===== src/rtl/tm1637_pkg.sv =====
// Shared definitions for the TM1637 display driver: command bytes, bus FSM
// states and the byte layout of the three frames sent per update.
package tm1637_pkg;

  localparam logic [7:0] CMD_DATA_WRITE = 8'h40;
  localparam logic [7:0] CMD_ADDR0      = 8'hC0;
  localparam logic [7:0] CMD_DISPLAY    = 8'h80;

  localparam logic [2:0] FRAME1_BYTES = 3'd1;
  localparam logic [2:0] FRAME2_BYTES = 3'd5;
  localparam logic [2:0] FRAME3_BYTES = 3'd1;
  localparam logic [1:0] LAST_FRAME   = 2'd2;

  typedef enum logic [3:0] {
    ST_IDLE,
    ST_START,
    ST_BIT_LO,
    ST_BIT_HI,
    ST_ACK_LO,
    ST_ACK_HI,
    ST_STOP_A,
    ST_STOP_B,
    ST_STOP_C
  } state_t;

  function automatic logic [2:0] frame_len(input logic [1:0] frame);
    case (frame)
      2'd0:    return FRAME1_BYTES;
      2'd1:    return FRAME2_BYTES;
      default: return FRAME3_BYTES;
    endcase
  endfunction

endpackage


===== src/rtl/tm1637_display_if.sv =====
// Host-side request/status signals and TM1637 pin signals of tm1637_display.
interface tm1637_display_if;

  logic [3:0] thousands;
  logic [3:0] hundreds;
  logic [3:0] tens;
  logic [3:0] ones;
  logic       colon;
  logic [2:0] brightness;
  logic       display_on;
  logic       update;
  logic       busy;
  logic       ack_err;
  logic       tm_clk;
  logic       tm_dio_oe;
  logic       tm_dio_in;

  modport master (
    output thousands, hundreds, tens, ones, colon, brightness, display_on,
           update, tm_dio_in,
    input  busy, ack_err, tm_clk, tm_dio_oe
  );

  modport slave (
    input  thousands, hundreds, tens, ones, colon, brightness, display_on,
           update, tm_dio_in,
    output busy, ack_err, tm_clk, tm_dio_oe
  );

endinterface


===== src/rtl/tm1637_display_seg7_encode.sv =====
// BCD digit to 7-segment pattern (gfedcba); non-decimal codes render blank.
module seg7_encode (
  input  logic [3:0] bcd,
  output logic [6:0] seg
);

  always_comb begin
    case (bcd)
      4'd0:    seg = 7'h3F;
      4'd1:    seg = 7'h06;
      4'd2:    seg = 7'h5B;
      4'd3:    seg = 7'h4F;
      4'd4:    seg = 7'h66;
      4'd5:    seg = 7'h6D;
      4'd6:    seg = 7'h7D;
      4'd7:    seg = 7'h07;
      4'd8:    seg = 7'h7F;
      4'd9:    seg = 7'h6F;
      default: seg = 7'h00;
    endcase
  end

endmodule


===== src/rtl/tm1637_display.sv =====
// TM1637 4-digit driver: snapshots digits on update and sends the data-command,
// address+data and display-control frames over the two-wire bus.
module tm1637_display
  import tm1637_pkg::*;
#(
  parameter int unsigned CLK_DIV    = 50,
  parameter bit          LEAD_BLANK = 1'b0
) (
  input  logic              clk,
  input  logic              rst_n,
  tm1637_display_if.slave   bus
);

  localparam int unsigned CW = (CLK_DIV > 1) ? $clog2(CLK_DIV) : 1;

  state_t        state, state_n;
  logic [CW-1:0] tick_cnt;
  logic          tick;
  logic          accept;

  logic [1:0] frame, frame_n;
  logic [2:0] bidx, bidx_n;
  logic [2:0] ptr, ptr_n;
  logic [2:0] bitn, bitn_n;
  logic       ack_err_q, ack_err_n;
  logic       clk_q, clk_n;
  logic       oe_q, oe_n;

  logic [3:0] d_th, d_hu, d_te, d_on;
  logic       r_colon;
  logic [2:0] r_bright;
  logic       r_on;

  logic [6:0] seg_th, seg_hu, seg_te, seg_on;
  logic       blank_th, blank_hu, blank_te;
  logic [7:0] byte_n;

  assign accept = bus.update && (state == ST_IDLE);
  assign tick   = (tick_cnt == CW'(CLK_DIV - 1));

  always_ff @(posedge clk or negedge rst_n) begin
    if (!rst_n) begin
      tick_cnt <= '0;
    end else if (state == ST_IDLE || tick) begin
      tick_cnt <= '0;
    end else begin
      tick_cnt <= tick_cnt + CW'(1);
    end
  end

  always_ff @(posedge clk or negedge rst_n) begin
    if (!rst_n) begin
      d_th     <= '0;
      d_hu     <= '0;
      d_te     <= '0;
      d_on     <= '0;
      r_colon  <= 1'b0;
      r_bright <= '0;
      r_on     <= 1'b0;
    end else if (accept) begin
      d_th     <= bus.thousands;
      d_hu     <= bus.hundreds;
      d_te     <= bus.tens;
      d_on     <= bus.ones;
      r_colon  <= bus.colon;
      r_bright <= bus.brightness;
      r_on     <= bus.display_on;
    end
  end

  seg7_encode u_seg_th (.bcd(d_th), .seg(seg_th));
  seg7_encode u_seg_hu (.bcd(d_hu), .seg(seg_hu));
  seg7_encode u_seg_te (.bcd(d_te), .seg(seg_te));
  seg7_encode u_seg_on (.bcd(d_on), .seg(seg_on));

  // Blanking only propagates rightwards through an unbroken run of zeros.
  assign blank_th = LEAD_BLANK && (d_th == 4'd0);
  assign blank_hu = blank_th && (d_hu == 4'd0);
  assign blank_te = blank_hu && (d_te == 4'd0);

  always_comb begin
    byte_n = '0;
    case (ptr_n)
      3'd0:    byte_n = CMD_DATA_WRITE;
      3'd1:    byte_n = CMD_ADDR0;
      3'd2:    byte_n = {1'b0, blank_th ? 7'h00 : seg_th};
      3'd3:    byte_n = {r_colon, blank_hu ? 7'h00 : seg_hu};
      3'd4:    byte_n = {1'b0, blank_te ? 7'h00 : seg_te};
      3'd5:    byte_n = {1'b0, seg_on};
      3'd6:    byte_n = CMD_DISPLAY | {4'b0000, r_on, r_bright};
      default: byte_n = '0;
    endcase
  end

  always_comb begin
    state_n   = state;
    frame_n   = frame;
    bidx_n    = bidx;
    ptr_n     = ptr;
    bitn_n    = bitn;
    ack_err_n = ack_err_q;
    if (state == ST_IDLE) begin
      if (bus.update) begin
        state_n   = ST_START;
        frame_n   = '0;
        bidx_n    = '0;
        ptr_n     = '0;
        bitn_n    = '0;
        ack_err_n = 1'b0;
      end
    end else if (tick) begin
      case (state)
        ST_START:  state_n = ST_BIT_LO;
        ST_BIT_LO: state_n = ST_BIT_HI;
        ST_BIT_HI: begin
          if (bitn == 3'd7) begin
            state_n = ST_ACK_LO;
          end else begin
            bitn_n  = bitn + 3'd1;
            state_n = ST_BIT_LO;
          end
        end
        ST_ACK_LO: state_n = ST_ACK_HI;
        ST_ACK_HI: begin
          if (bus.tm_dio_in) ack_err_n = 1'b1;
          bitn_n = '0;
          if (bidx == frame_len(frame) - 3'd1) begin
            state_n = ST_STOP_A;
          end else begin
            bidx_n  = bidx + 3'd1;
            ptr_n   = ptr + 3'd1;
            state_n = ST_BIT_LO;
          end
        end
        ST_STOP_A: state_n = ST_STOP_B;
        ST_STOP_B: state_n = ST_STOP_C;
        ST_STOP_C: begin
          if (frame == LAST_FRAME) begin
            state_n = ST_IDLE;
          end else begin
            frame_n = frame + 2'd1;
            bidx_n  = '0;
            ptr_n   = ptr + 3'd1;
            state_n = ST_START;
          end
        end
        default: state_n = ST_IDLE;
      endcase
    end
  end

  // Pin levels are decoded from the next state and registered, so they switch
  // on the same edge as the FSM and stay glitch-free.
  always_comb begin
    clk_n = 1'b1;
    oe_n  = 1'b0;
    case (state_n)
      ST_START:  begin clk_n = 1'b1; oe_n = 1'b1;           end
      ST_BIT_LO: begin clk_n = 1'b0; oe_n = ~byte_n[bitn_n]; end
      ST_BIT_HI: begin clk_n = 1'b1; oe_n = ~byte_n[bitn_n]; end
      ST_ACK_LO: begin clk_n = 1'b0; oe_n = 1'b0;           end
      ST_ACK_HI: begin clk_n = 1'b1; oe_n = 1'b0;           end
      ST_STOP_A: begin clk_n = 1'b0; oe_n = 1'b1;           end
      ST_STOP_B: begin clk_n = 1'b1; oe_n = 1'b1;           end
      ST_STOP_C: begin clk_n = 1'b1; oe_n = 1'b0;           end
      default:   begin clk_n = 1'b1; oe_n = 1'b0;           end
    endcase
  end

  always_ff @(posedge clk or negedge rst_n) begin
    if (!rst_n) begin
      state     <= ST_IDLE;
      frame     <= '0;
      bidx      <= '0;
      ptr       <= '0;
      bitn      <= '0;
      ack_err_q <= 1'b0;
      clk_q     <= 1'b1;
      oe_q      <= 1'b0;
    end else begin
      state     <= state_n;
      frame     <= frame_n;
      bidx      <= bidx_n;
      ptr       <= ptr_n;
      bitn      <= bitn_n;
      ack_err_q <= ack_err_n;
      clk_q     <= clk_n;
      oe_q      <= oe_n;
    end
  end

  assign bus.busy      = (state != ST_IDLE);
  assign bus.ack_err   = ack_err_q;
  assign bus.tm_clk    = clk_q;
  assign bus.tm_dio_oe = oe_q;

endmodule


===== src/flat_wrapper.sv =====
// flat-port wrapper written by rule: the top's interface ports become plain ports
module tm1637_display_flat import tm1637_pkg::*;
#(
  parameter int unsigned CLK_DIV    = 50,
  parameter bit          LEAD_BLANK = 1'b0
)
  (clk, rst_n, bus_thousands, bus_hundreds, bus_tens, bus_ones, bus_colon, bus_brightness, bus_display_on, bus_update, bus_tm_dio_in, bus_busy, bus_ack_err, bus_tm_clk, bus_tm_dio_oe);
  tm1637_display_if bus_i ();
  input  logic clk;
  input  logic rst_n;
  input wire logic [$bits(bus_i.thousands)-1:0] bus_thousands;
  input wire logic [$bits(bus_i.hundreds)-1:0] bus_hundreds;
  input wire logic [$bits(bus_i.tens)-1:0] bus_tens;
  input wire logic [$bits(bus_i.ones)-1:0] bus_ones;
  input wire logic [$bits(bus_i.colon)-1:0] bus_colon;
  input wire logic [$bits(bus_i.brightness)-1:0] bus_brightness;
  input wire logic [$bits(bus_i.display_on)-1:0] bus_display_on;
  input wire logic [$bits(bus_i.update)-1:0] bus_update;
  input wire logic [$bits(bus_i.tm_dio_in)-1:0] bus_tm_dio_in;
  output wire logic [$bits(bus_i.busy)-1:0] bus_busy;
  output wire logic [$bits(bus_i.ack_err)-1:0] bus_ack_err;
  output wire logic [$bits(bus_i.tm_clk)-1:0] bus_tm_clk;
  output wire logic [$bits(bus_i.tm_dio_oe)-1:0] bus_tm_dio_oe;
  assign bus_i.thousands = bus_thousands;
  assign bus_i.hundreds = bus_hundreds;
  assign bus_i.tens = bus_tens;
  assign bus_i.ones = bus_ones;
  assign bus_i.colon = bus_colon;
  assign bus_i.brightness = bus_brightness;
  assign bus_i.display_on = bus_display_on;
  assign bus_i.update = bus_update;
  assign bus_i.tm_dio_in = bus_tm_dio_in;
  assign bus_busy = bus_i.busy;
  assign bus_ack_err = bus_i.ack_err;
  assign bus_tm_clk = bus_i.tm_clk;
  assign bus_tm_dio_oe = bus_i.tm_dio_oe;
  tm1637_display #(.CLK_DIV(CLK_DIV), .LEAD_BLANK(LEAD_BLANK)) u_core (.clk(clk), .rst_n(rst_n), .bus(bus_i));
endmodule

===== config.mk =====
export PLATFORM = sky130hd
export DESIGN_NAME = tm1637_display_flat
export DESIGN_NICKNAME = d
export VERILOG_FILES = /design/src/rtl/tm1637_pkg.sv /design/src/rtl/tm1637_display_if.sv /design/src/rtl/tm1637_display_seg7_encode.sv /design/src/rtl/tm1637_display.sv /design/src/flat_wrapper.sv
export SDC_FILE = /design/constraint.sdc
export NUM_CORES = 1
export LEC_CHECK = 0
export CORE_ASPECT_RATIO = 1.2
export CORE_UTILIZATION = 40
export DETAILED_ROUTE_END_ITERATION = 7
export HOLD_SLACK_MARGIN = 0.15
export PLACE_DENSITY_LB_ADDON = 0.3
export SYNTH_ARGS = -nofsm -noshare
export SYNTH_HDL_FRONTEND = slang
export SYNTH_HIERARCHICAL = 1
export SYNTH_SLANG_ARGS = --single-unit

===== constraint.sdc =====
create_clock -name clk -period 6.6 [get_ports clk]
set_input_delay 0.66 -clock clk [delete_from_list [all_inputs] [get_ports clk]]
set_output_delay 0.66 -clock clk [all_outputs]
set_load 0.005 [all_outputs]

==> impl_results.md <==
* CTS Hold Buffers Added at 0
* Top cell type by total area after synthesis: sky130_fd_sc_hd__dfrtp_1
* Fraction of the cycle the final worst path needs at 53.16%
* Area Growth Syn to Fin at 11.00%
* H-tree Lvls at 2
* Highest achievable clock rate at between 200 and 300 MHz
* Total grt overflow at 0
* PortBufs at 28
* Width of the die at around 87 um
* 1st-iter DRT viols at between 90 and 100
* Total setup buffers inserted after CTS at 0
* Clock tree from TritonCTS: built
* Core Area at ~0.0083 mm^2
* Vias per Instance at approximately 5.4
* Dpl hpwl at 5.306 mm
* Total standard cell area after synthesis at roughly 0.0035 mm^2
* Standard-cell row count at 36
* Fin. max-slew vios at 0
* PwrDens at ~120 mW/mm^2
* Clock latency of the later-clocked register in the worst-skew pair at around 290 ps
* Initial antenna violation count at 0
* Count of instances resized after the clock tree is built at 0
* Most used standard cell by instance count after synthesis: sky130_fd_sc_hd__dfrtp_1
* Mean Syn Cell Area at around 9.5 um^2
* Die outline height at ~100 um
* Max-Slew Margin vs Limit at between 30% and 40%
* Mapped Nets at ~430
* Class of the most critical setup path: reg -> reg
* Crit path max fanout at 13
* Final Hold Viols at 0
* Worst vdd rail ir drop at 79.39 uV
* Maximum buffer depth of the clock tree at 2
* Worst Path Arrival at 3680 ps
* Power after layout at between 0.4 and 0.5 mW
* Number of failing setup endpoints in the final timing report at 0
* Ordered cell list for the critical path: inv_1, ha_1, or3b_4, nor2_2, o21ai_2, mux2i_2, nor2_1, a2111oi_0, o211ai_1, nor3_1, nor4_2
* Count of inserted antenna diode cells at 0
* Reg clk slew, reported paths at roughly 90 ps
* Per-cell routed wire length at between 10 and 15 um
* Count of yosys warnings during synthesis at 6
* Class of the tightest hold or removal check: reg -> reg
* Synthesized instance count at about 370
* Die area at between 0.009 and 0.01 mm^2
* Clock Sink Count at 45
* Post-synth cell types at between 60 and 70
* Proportion of layout cells with a drive suffix above 1 at between 15 and 20%
* Post-synthesis register bit count at 45
* Number of buffers created by CTS at 5
* Shortest clock period the worst path allows after layout at ~3500 ps
* Least-Margin Pin Slew at between 900 and 1000 ps
* Multi-input logic area at between 0.002 and 0.0025 mm^2
* Post-synth top cells: sky130_fd_sc_hd__dfrtp_1 (44), sky130_fd_sc_hd__ha_1 (32), sky130_fd_sc_hd__inv_1 (30)
* Max Cap Violations at 0
* I/O pin count at 29
* Clk Tree Root Cell: sky130_fd_sc_hd__clkbuf_8
* Core occupancy in the finished layout at between 40% and 50%
* Share of flip-flops with an asynchronous set or reset at 100.0%
* Detail Route Antenna Nets at 0
* Register area share after synthesis at between 30% and 40%
* Number of nets in the layout at roughly 440
* Cell leakage power at roughly 1.6 nW
* Initial Utilization at around 42%
* Clock tree skew after final layout at roughly 6.1 ps
* Detailed-route wire length at 6.986 mm
* Area contributors post-synth: sky130_fd_sc_hd__dfrtp_1 (32%), sky130_fd_sc_hd__ha_1 (11%), sky130_fd_sc_hd__mux2_2 (6.5%)
* Routability congestion estimate at 0.8670
* Overall routing resource usage at 16.74%
* Share of the synthesized area in the top cell type at about a third
* Flop2flop setup slack at between 3000 and 4000 ps
* Largest net degree at the start of global routing at 46
* Unrepaired setup endpoints after global routing: no
* Slowest CP cell: sky130_fd_sc_hd__mux2i_2
* Footprint of the flip-flops and latches at 0.001127 mm^2
* Critical Path Sink Type: flip-flop
* Largest stage delay on the critical path at between 600 and 700 ps
* Result of the run: completed
* Total vias in the final route at 2704
* Wire length of the first global-routing pass at around 12 mm
* Number of global-route vias before repair at roughly 2700
* Post-detailed-route DRC marker count at 0
* Top flip-flop cell by instance count after synthesis: sky130_fd_sc_hd__dfrtp_1
* Fillcell total at 833
* EDFF count, synth at 0
* CP required at just under 7000 ps
* Post-Route Setup TNS at 0 ps
* Number of detailed-route iterations in the first pass at 4
* Startpoint type of the worst setup path: flip-flop
## flip-flops by register name, summed over array words and instances (netlist names)
name / cells
u_core/bidx: 3
u_core/bitn: 3
u_core/bus.ack_err: 1
u_core/bus.tm_clk: 1
u_core/bus.tm_dio_oe: 1
u_core/d_hu: 4
u_core/d_on: 4
u_core/d_te: 4
u_core/d_th: 4
u_core/frame: 2
u_core/ptr: 3
u_core/r_bright: 3
u_core/r_colon: 1
u_core/r_on: 1
u_core/state: 4
u_core/tick_cnt: 6
## cell usage in the layout, fill, tap and decap left out, types with 3 or more instances in the layout
cell / Yosys / final
sky130_fd_sc_hd__a211oi_1: 3 / 3
sky130_fd_sc_hd__a21o_2: 4 / 4
sky130_fd_sc_hd__a21oi_1: 16 / 16
sky130_fd_sc_hd__and2_1: 3 / 3
sky130_fd_sc_hd__clkbuf_8: 0 / 6
sky130_fd_sc_hd__clkdlybuf4s50_1: 0 / 27
sky130_fd_sc_hd__dfrtp_1: 44 / 44
sky130_fd_sc_hd__ha_1: 32 / 32
sky130_fd_sc_hd__inv_1: 30 / 30
sky130_fd_sc_hd__inv_2: 4 / 4
sky130_fd_sc_hd__mux2_2: 20 / 20
sky130_fd_sc_hd__mux2i_1: 11 / 11
sky130_fd_sc_hd__nand2_1: 26 / 26
sky130_fd_sc_hd__nand2b_4: 4 / 4
sky130_fd_sc_hd__nand3_1: 14 / 14
sky130_fd_sc_hd__nand3b_1: 4 / 4
sky130_fd_sc_hd__nor2_1: 24 / 24
sky130_fd_sc_hd__o21a_1: 4 / 4
sky130_fd_sc_hd__o21ai_0: 20 / 20
sky130_fd_sc_hd__o21ai_1: 3 / 3
sky130_fd_sc_hd__o22ai_1: 21 / 21
sky130_fd_sc_hd__xnor2_1: 7 / 7
## area by class of cell
type	count	share of cell area, %
Clock inverter	2	0.3552
Inverter	35	3.423
Clock buffer	6	2.131
Tap cell	114	3.681
Multi-Input combinational cell	270	54.02
Timing Repair Buffer	29	7.297
Sequential cell	45	29.09
## path summary, 6_finish.rpt
check / depth (start not counted) / endpoint / from
hold / removal: 1 / u_core/tick_cnt[0] / u_core/tick_cnt[0]
hold reg to reg: 1 / u_core/tick_cnt[0] / u_core/tick_cnt[0]
setup / recovery: 11 / u_core/bus.tm_dio_oe / u_core/tick_cnt[1]
setup reg to reg: 11 / u_core/bus.tm_dio_oe / u_core/tick_cnt[1]
min in group asynchronous: 1 / u_core/bidx[0] / rst_n
max in group asynchronous: 1 / u_core/d_th[0] / rst_n
## critical path, delay by kind of cell, from the launching register on
family                     cells  cell delay, ps
and+or+nand+nor                5            1220
AOI/OAI and AO/OA              3             950
muxes                          1             630
DFF                            1             400
adders and majority gates      1             120
buffers and inverters          1              60
## layer usage
layer	GRT usage (%)	routed length, um
met1	20.55	3087
met2	29.35	3533
met3	2.619	198
met4	5.386	167
met5	0	0
## report_power, final
| group | total (mW) | switching (mW) | internal (mW) |
|---|---|---|---|
| registers | 0.275 | 0 | 0.275 |
| logic | 0.0190 | 0.00687 | 0.0121 |
| clock network | 0.180 | 0.0952 | 0.0850 |
## cells by family (layout without fill, tap and decap cells)
logic type | count (synthesis) | after routing | synth area share [%]
DFF | 45 | 45 | 32.29
buffers and inverters | 54 | 72 | 7.742
adders and majority gates | 32 | 32 | 11.47
muxes | 34 | 34 | 10.86
and+or+nand+nor | 93 | 93 | 14.98
AOI/OAI and AO/OA | 102 | 102 | 20.39
xor gates and xnor gates | 9 | 9 | 2.258
## metrics by stage
stage                     setup WS (ps)  cell area, um^2  std cells  hold slack, ps
after floorplan                    3767             3491        369           364.4
after global placement             3190             3779        493           476.2
after detailed placement           3080             3779        493           489.7
after CTS                          3088             3875        501           508.0
after global routing               2656             3875        501           544.8
final                              3091             3875        501           500.3
Note: power is estimated with default switching activity, not from simulation.
